--- src/rtl/kat_adc_ps_ctrl.sv ---
// MMCM dynamic phase-shift controller: steps psen/psincdec, tracks signed offset.
// Optional psdone timeout watchdog enabled by defining KAT_ADC_PS_TIMEOUT_EN.
module kat_adc_ps_ctrl #(
  parameter int STEP_W     = 10,
  parameter int OFS_W      = 16,
  parameter int MAX_OFFSET = 1120,
  parameter int GAP_CYCLES = 2,
  parameter int TIMEOUT    = 255
) (
  input  logic              mmcm_psclk,
  input  logic              ctrl_reset,
  input  logic              mmcm_locked,
  input  logic              cmd_valid,
  output logic              cmd_ready,
  input  logic              cmd_dir,
  input  logic [STEP_W-1:0] cmd_steps,
  input  logic              cmd_home,
  input  logic              err_clear,
  output logic              mmcm_psen,
  output logic              mmcm_psincdec,
  input  logic              mmcm_psdone,
  output logic              busy,
  output logic              done,
  output logic [2:0]        err,
  output logic [OFS_W-1:0]  phase_offset
);

  localparam int REM_W = (OFS_W > STEP_W) ? OFS_W : STEP_W;
  localparam logic signed [OFS_W:0] MAX_S = (OFS_W+1)'(MAX_OFFSET);
  localparam logic signed [OFS_W:0] MIN_S = -MAX_S;

  typedef enum logic [2:0] {
    IDLE, ISSUE, WAIT_DONE, GAP, FINISH
  } state_e;

  state_e                   state_q, state_d;
  logic                     dir_q, dir_d;
  logic                     incdec_q, incdec_d;
  logic [REM_W-1:0]         rem_q, rem_d;
  logic [3:0]               gap_q, gap_d;
  logic signed [OFS_W-1:0]  ofs_q, ofs_d;
  logic [2:0]               err_q, err_d;
`ifdef KAT_ADC_PS_TIMEOUT_EN
  logic [15:0]              tmo_q, tmo_d;
`endif

  logic                     accept;
  logic                     psen;
  logic                     done_p;
  logic                     range_bad;
  logic [OFS_W-1:0]         ofs_abs;
  logic signed [OFS_W:0]    ofs_ext, step_s, ofs_nxt;

  assign cmd_ready = (state_q == IDLE) && mmcm_locked && !ctrl_reset;
  assign accept    = cmd_valid && cmd_ready;
  assign ofs_abs   = ofs_q[OFS_W-1] ? $unsigned(-ofs_q) : $unsigned(ofs_q);
  assign ofs_ext   = {ofs_q[OFS_W-1], ofs_q};
  assign step_s    = dir_q ? (OFS_W+1)'(1) : '1;
  assign ofs_nxt   = ofs_ext + step_s;
  assign range_bad = (ofs_nxt > MAX_S) || (ofs_nxt < MIN_S);

  always_comb begin
    state_d  = state_q;
    dir_d    = dir_q;
    incdec_d = incdec_q;
    rem_d    = rem_q;
    gap_d    = gap_q;
    ofs_d    = ofs_q;
    err_d    = err_clear ? 3'b000 : err_q;
    psen     = 1'b0;
    done_p   = 1'b0;
`ifdef KAT_ADC_PS_TIMEOUT_EN
    tmo_d    = tmo_q;
`endif
    unique case (state_q)
      IDLE: begin
        if (accept) begin
          if (cmd_home) begin
            dir_d = ofs_q[OFS_W-1];
            rem_d = REM_W'(ofs_abs);
          end else begin
            dir_d = cmd_dir;
            rem_d = REM_W'(cmd_steps);
          end
          state_d = (rem_d == '0) ? FINISH : ISSUE;
        end
      end
      ISSUE: begin
        if (range_bad) begin
          err_d[1] = 1'b1;
          state_d  = IDLE;
        end else begin
          psen     = 1'b1;
          incdec_d = dir_q;
          state_d  = WAIT_DONE;
`ifdef KAT_ADC_PS_TIMEOUT_EN
          tmo_d    = 16'd1;
`endif
        end
      end
      WAIT_DONE: begin
        if (mmcm_psdone) begin
          ofs_d = ofs_nxt[OFS_W-1:0];
          rem_d = rem_q - REM_W'(1);
          if (rem_q == REM_W'(1)) begin
            state_d = FINISH;
          end else begin
            state_d = GAP;
            gap_d   = 4'(GAP_CYCLES - 1);
          end
        end
`ifdef KAT_ADC_PS_TIMEOUT_EN
        else if (tmo_q >= 16'(TIMEOUT - 1)) begin
          err_d[0] = 1'b1;
          state_d  = IDLE;
        end else begin
          tmo_d = tmo_q + 16'd1;
        end
`endif
      end
      GAP: begin
        if (gap_q == 4'd0) state_d = ISSUE;
        else               gap_d   = gap_q - 4'd1;
      end
      FINISH: begin
        done_p  = 1'b1;
        state_d = IDLE;
      end
      default: state_d = IDLE;
    endcase
    // A relock clears the MMCM phase shift, so the offset follows it to zero.
    if (!mmcm_locked) begin
      ofs_d  = '0;
      psen   = 1'b0;
      done_p = 1'b0;
      if (state_q != IDLE) begin
        err_d[2] = 1'b1;
        state_d  = IDLE;
      end
    end
  end

  always_ff @(posedge mmcm_psclk or posedge ctrl_reset) begin
    if (ctrl_reset) begin
      state_q  <= IDLE;
      dir_q    <= 1'b0;
      incdec_q <= 1'b0;
      rem_q    <= '0;
      gap_q    <= 4'd0;
      ofs_q    <= '0;
      err_q    <= 3'b000;
    end else begin
      state_q  <= state_d;
      dir_q    <= dir_d;
      incdec_q <= incdec_d;
      rem_q    <= rem_d;
      gap_q    <= gap_d;
      ofs_q    <= ofs_d;
      err_q    <= err_d;
    end
  end

`ifdef KAT_ADC_PS_TIMEOUT_EN
  always_ff @(posedge mmcm_psclk or posedge ctrl_reset) begin
    if (ctrl_reset) tmo_q <= 16'd0;
    else            tmo_q <= tmo_d;
  end
`endif

  assign mmcm_psen     = psen;
  assign mmcm_psincdec = (state_q == ISSUE) ? dir_q : incdec_q;
  assign busy          = (state_q != IDLE);
  assign done          = done_p;
  assign err           = err_q;
  assign phase_offset  = ofs_q;

endmodule

--- config.mk ---
export PLATFORM = sky130hd
export DESIGN_NAME = kat_adc_ps_ctrl
export DESIGN_NICKNAME = d
export VERILOG_FILES = /design/src/rtl/kat_adc_ps_ctrl.sv
export SDC_FILE = /design/constraint.sdc
export NUM_CORES = 1
export LEC_CHECK = 0
export CAP_MARGIN = 10
export CORE_MARGIN = 2
export CORE_UTILIZATION = 30
export DETAILED_ROUTE_END_ITERATION = 10
export PLACE_DENSITY_LB_ADDON = 0.3
export SYNTH_ARGS = -nofsm -noshare
export SYNTH_HDL_FRONTEND = slang
export SYNTH_SLANG_ARGS = --single-unit
--- constraint.sdc ---
create_clock -name mmcm_psclk -period 4 [get_ports mmcm_psclk]
set_input_delay 0.8 -clock mmcm_psclk [delete_from_list [all_inputs] [get_ports mmcm_psclk]]
set_output_delay 0.8 -clock mmcm_psclk [all_outputs]
set_load 0.02 [all_outputs]
==> flow_summary.yaml, run 1 <==
status:
  status: "complete, but fails checks"
  violations: "setup timing"
global_routing:
  globalRouteMet1Util: 0.2224
  grt_remaining_overflow: 0
  use_met3: 0.02125
  grt_pass1_vias: 3745
  grtUsageMet2: 0.3038
  grt_max_degree: 30
  gr-max-usage-layer: "met2"
  grt_pass1_wl_um: 17970
  antenna_found_initial: 0
  grt_usage: 0.1744
logic_synthesis:
  yosysTopAreaCellShare: 0.2993
  synthTopCellsByArea: "dfrtp_1 30%, ha_1 7.0%, nand2_1 6.1%"
  synth_edf_count: 0
  syn_avg_cell_area_um2: 8.114
  syn-instance-count: 443
  yosys.area.top_type: "dfrtp_1"
  seq_area_frac_synth: 0.2993
  synth_warnings: 0
  synthArstFlopShare: 1.000
  yosys.cell_types.count: 71
  yosys_most_used_dff: "dfrtp_1"
  ys_seq_elements: 43
  syn-cell-area_mm2: 0.003595
  syn-num-nets: 482
critical_path:
  cpLargestDelayFamily: "compound AO/OA/AOI/OAI gates"
  crit_required_ns: 3.20
  path_max_fanout: 7
  critical_path.cell_chain: "clkinvlp_4 > ha_1 > a211oi_2 > nor2_1 > xor2_1 > o311a_1 > o41a_1 > nor4b_4 > a22o_4 > nor3b_4 > buf_6"
  crit_slowest_cell: "o41a_1"
  endpoint_kind: "output port"
  crit_buf_inv: 2
  worst_path_largest_cell_delay_ns: 0.46
  arrival_ns: 3.39
  cp-start-kind: "flip-flop"
  path_class: "flip-flop to output port"
cts:
  clockBufferDepth: 2
  numCtsBuffers: 5
  clkSinkCount: 43
  clock_latency_ns: 0.29
  clk_pin_slew_ns: 0.06
  hold_buffers: 0
  cts_tree: "yes"
  ctsRootBufferMaster: "clkbuf_16"
  htreeDepth: 2
sta:
  rsz0062_at_grt: "yes"
  drv_slew: 0
  finalWorstSetupSlack_ns: -0.1904
  setup_viol: 1
  relSlewSlack: 0.4931
  fin_worst_skew_ns: 0.004311
  fin_crit_ns: 4.190
  finalSetupTns_ns: -0.1904
  finalCritPeriodShare: 1.048
  timing.hold.ws_ns: 0.4925
  tightestPinTransition_ns: 0.7585
  max_freq_ghz: 0.2386
  final-hold-violation-count: 0
drt:
  antenna_left: 0
  wl_per_cell_um: 15.85
  dr.pass1.iters: 7
  drtIter0Drc: 143
  wirelength_um: 10970
  drc: 0
  route.vias.total: 3633
  avgViaCountPerCell: 5.250
placed_design:
  place_ws_ns: -0.3889
  gp_congestion: 0.8468
  numPortBuffers: 40
  dp_hpwl_um: 8482
  place_inst: 681
  placed_area_mm2: 0.004638
pwr:
  power_density_mw_per_mm2: 709.3
  p_leak_nw: 2.130
  max-vdd-ir-drop_v: 0.0003415
  power_mw: 3.488
final_layout:
  area_growth_pct: 36.79
  nets: 588
  final_common_cell: "buf_4"
  fin_cells: 692
  design_area_mm2: 0.004917
  n_fill_cell: 1130
  post-route-util: 0.4252
  antennaDiodeCount: 0
  layout-drive-gt1-share: 0.1949
  mostFrequentLayoutCells: "72 x buf_4, 58 x nand2_1, 43 x dfrtp_1, 39 x clkdlybuf4s50_1, 38 x o21ai_0"
floorplanning:
  rows: 39
  start_util: 0.3108
  dieArea_mm2: 0.01287
  coreArea_mm2: 0.01156
  top_level_ports: 42
  die_w_um: 113.5
  die_h_um: 113.5
min_path:
  hold_class: "flip-flop to flip-flop"
run:
  drv_cap: 0
sequential cells by signal, indices dropped and copies added, names as in the netlist:
name	count
gap_q	4
dir_q	1
state_q	3
err	2
phase_offset	16
incdec_q	1
rem_q	16
repair_timing:
action	4_1_cts	5_1_grt
resized for setup	14	7
pin swaps	6	6
buffers inserted	3	0
endpoints found under the setup margin	1	1
tightest hold or removal path: cells and delay by family (launching register included):
kind / cells / cell delay [ns]
DFF: 1 / 0.35
and+or+nand+nor: 1 / 0.05
AOI/OAI and AO/OA: 1 / 0.06
path summary, 6_finish.rpt:
check	startpoint	endpoint	slack, ns	cells after the start
min	rem_q[14]	rem_q[14]	0.49	2
max	dir_q	mmcm_psen	-0.19	11
min in group asynchronous	ctrl_reset	gap_q[2]	0.90	2
max in group asynchronous	ctrl_reset	rem_q[4]	2.56	3
min reg2reg	rem_q[14]	rem_q[14]	0.49	2
max reg2reg	dir_q	incdec_q	0.79	13
final cells by class:
type,count,area [µm²],share of cell area
clock buffer,6,138.9,0.02824
clock inverter,1,5.005,0.001018
inverter,16,63.81,0.01298
multi-input combinational,369,2474,0.5031
sequential,43,1076,0.2188
tap,143,178.9,0.03639
timing repair buffer,114,980.9,0.1995
synthesized netlist by cell type (5+ instances only):
cell      instances
a21boi_0          8
a21oi_1          32
and2_1           11
clkbuf_1         13
dfrtp_1          43
ha_1             20
inv_1            16
mux2i_1           5
nand2_1          58
nand2b_1          6
nand3_1          10
nor2_1           36
nor2b_1           6
nor3_1           15
nor3b_1           5
nor4_1            6
o21ai_0          39
or3_1             6
xnor2_1          17
xor2_1           12
per-layer routing:
layer,vias to the layer above,share of wire
li1,1826,-
met1,1721,0.46
met2,69,0.48
met3,17,0.032
met4,0,0.023
met5,-,0
cell families after synthesis:
| group | after synthesis | share of synthesized area |
|---|---|---|
| AND/OR/NAND/NOR | 180 | 0.2562 |
| AO/OA/AOI/OAI | 132 | 0.2468 |
| flip-flops | 43 | 0.2993 |
| buffers and inverters | 31 | 0.03376 |
| XOR/XNOR | 29 | 0.07066 |
| adder cells (fa/ha/maj) | 21 | 0.07518 |
| multiplexers | 6 | 0.01706 |
| other | 1 | 0.001043 |
power breakdown:
part	switching [mW]	internal, mW
Sequential	0.129	0.572
Combinational	1.21	1.15
Clock	0.174	0.244
(Power assumes the default switching activity.)
==> run 2: changes to the inputs <==
PLACE_DENSITY = 0.58   (was unset)
PLACE_DENSITY_LB_ADDON = unset   (was 0.3)
==> flow_summary.yaml, run 2 (synthesis gave the netlist of run 1 again) <==
status:
  status: "complete, but fails checks"
  violations: "setup timing"
cts:
  clk_pin_slew_ns: 0.06
  clockBufferDepth: 2
  hold_buffers: 0
  ctsRootBufferMaster: "clkbuf_16"
  clkSinkCount: 43
  clock_latency_ns: 0.28
  numCtsBuffers: 5
  htreeDepth: 2
  cts_tree: "yes"
sta:
  max_freq_ghz: 0.2370
  timing.hold.ws_ns: 0.4936
  final-hold-violation-count: 0
  fin_crit_ns: 4.220
  finalCritPeriodShare: 1.055
  tightestPinTransition_ns: 0.7393
  drv_slew: 0
  rsz0062_at_grt: "yes"
  fin_worst_skew_ns: 0.006467
  setup_viol: 1
  relSlewSlack: 0.5059
  finalWorstSetupSlack_ns: -0.2202
floorplanning:
  dieArea_mm2: 0.01287
  die_h_um: 113.5
  top_level_ports: 42
  coreArea_mm2: 0.01156
  rows: 39
  start_util: 0.3108
  die_w_um: 113.5
placed_design:
  gp_congestion: 0.8598
  numPortBuffers: 40
  dp_hpwl_um: 8432
  place_inst: 687
  placed_area_mm2: 0.004683
pwr:
  power_mw: 3.637
  power_density_mw_per_mm2: 726.5
  max-vdd-ir-drop_v: 0.0003231
  p_leak_nw: 2.168
drt:
  wirelength_um: 10810
  wl_per_cell_um: 15.44
  drc: 0
  avgViaCountPerCell: 5.143
  drtIter0Drc: 123
  route.vias.total: 3600
  dr.pass1.iters: 4
  antenna_left: 0
critical_path:
  crit_path_frequent_cell: "buf_4"
  crit_required_ns: 3.20
  crit_slowest_cell: "o41a_1"
  critical_path.cell_chain: "clkinvlp_4 > buf_6 > ha_2 > o211ai_1 > buf_4 > o21ai_4 > xor2_2 > o311a_1 > o41a_1 > nor4b_4 > a22o_4 > nor3b_2 > buf_4"
  path_class: "flip-flop to output port"
  worst_path_largest_cell_delay_ns: 0.46
  r2r_setup_slack_ns: 0.74
  arrival_ns: 3.42
  reg2regPathDepth: 14
  path_max_fanout: 7
  rr_startpoint: "dir_q"
  endpoint_kind: "output port"
  cp-start-kind: "flip-flop"
  r2r_end: "incdec_q"
final_layout:
  mostFrequentLayoutCells: "80 x buf_4, 58 x nand2_1, 43 x dfrtp_1, 39 x o21ai_0, 39 x clkdlybuf4s50_1"
  area_growth_pct: 39.26
  fin_cells: 700
  layout-drive-gt1-share: 0.2154
  antennaDiodeCount: 0
  design_area_mm2: 0.005006
  final_common_cell: "buf_4"
  nets: 595
run:
  drv_cap: 0
min_path:
  hold_class: "flip-flop to flip-flop"
  min_from: "rem_q[10]"
  hold_end: "rem_q[10]"
  hold_depth: 2
global_routing:
  grt_max_degree: 26
  grt_remaining_overflow: 0
  antenna_found_initial: 0
  grt_pass1_vias: 3689
  grt_pass1_wl_um: 18060
  grt_usage: 0.1727
==> run 2: worst max-delay path by stage <==
stage	from	to	slack, ns
final	dir_q	mmcm_psen	-0.22
after global routing	dir_q	mmcm_psen	-0.40
after CTS	dir_q	mmcm_psen	-0.22
after detailed placement	dir_q	mmcm_psen	-0.40
after global placement	dir_q	mmcm_psen	-0.31
after floorplan	dir_q	mmcm_psen	0.13
==> run 2: worst max-delay path, delay by kind of cell, from the launching register on <==
family	cells	cell delay [ns]
fa+ha+maj	1	0.36
compound gates	5	1.07
simple gates	2	0.47
xor+xnor	1	0.10
flops	1	0.38
buf+inv	4	0.74
==> run 2: repair_timing <==
action,CTS,global route
endpoints found under the setup margin,1,1
pin swaps,11,4
resized for setup,21,5
setup buffers,4,1
gates cloned,0,0
==> run 2: through the flow <==
| stage | util | setup TNS, ns | setup WS [ns] |
|---|---|---|---|
| floorplan | - | 0 | 0.1306 |
| global placement | 0.4050 | -0.3101 | -0.3101 |
| detailed placement | 0.4050 | -0.4026 | -0.4026 |
| CTS | 0.4288 | -0.2235 | -0.2235 |
| global route | 0.4329 | -0.3990 | -0.3990 |
| finish | 0.4329 | -0.2202 | -0.2202 |
==> run 2: power breakdown <==
group          internal, mW  switching [mW]
logic                  1.25            1.26
clock network         0.266           0.164
registers             0.572           0.129
==> run 2: area by class of cell <==
cell class                      count  area [µm²]
Timing Repair Buffer              121        1013
Multi-Input combinational cell    369        2517
Sequential cell                    43        1076
Fill cell                        1114        6559
Inverter                           16       63.81
Clock buffer                        8       156.4
Tap cell                          143       178.9
==> run 2: per-layer routing <==
| metal | vias up | track usage | routed length, µm |
|---|---|---|---|
| li1 | 1831 | - | - |
| met1 | 1700 | 0.2267 | 5018 |
| met2 | 59 | 0.2994 | 5307 |
| met3 | 10 | 0.02338 | 299 |
| met4 | 0 | 0.04715 | 182 |
| met5 | - | 0 | 0 |
==> run 3: changes to the inputs <==
ABC_CLOCK_PERIOD_IN_PS = 4000   (was unset)
==> results of run 3 <==
No change in the layout: final DEF, timing and power equal those of run 2.
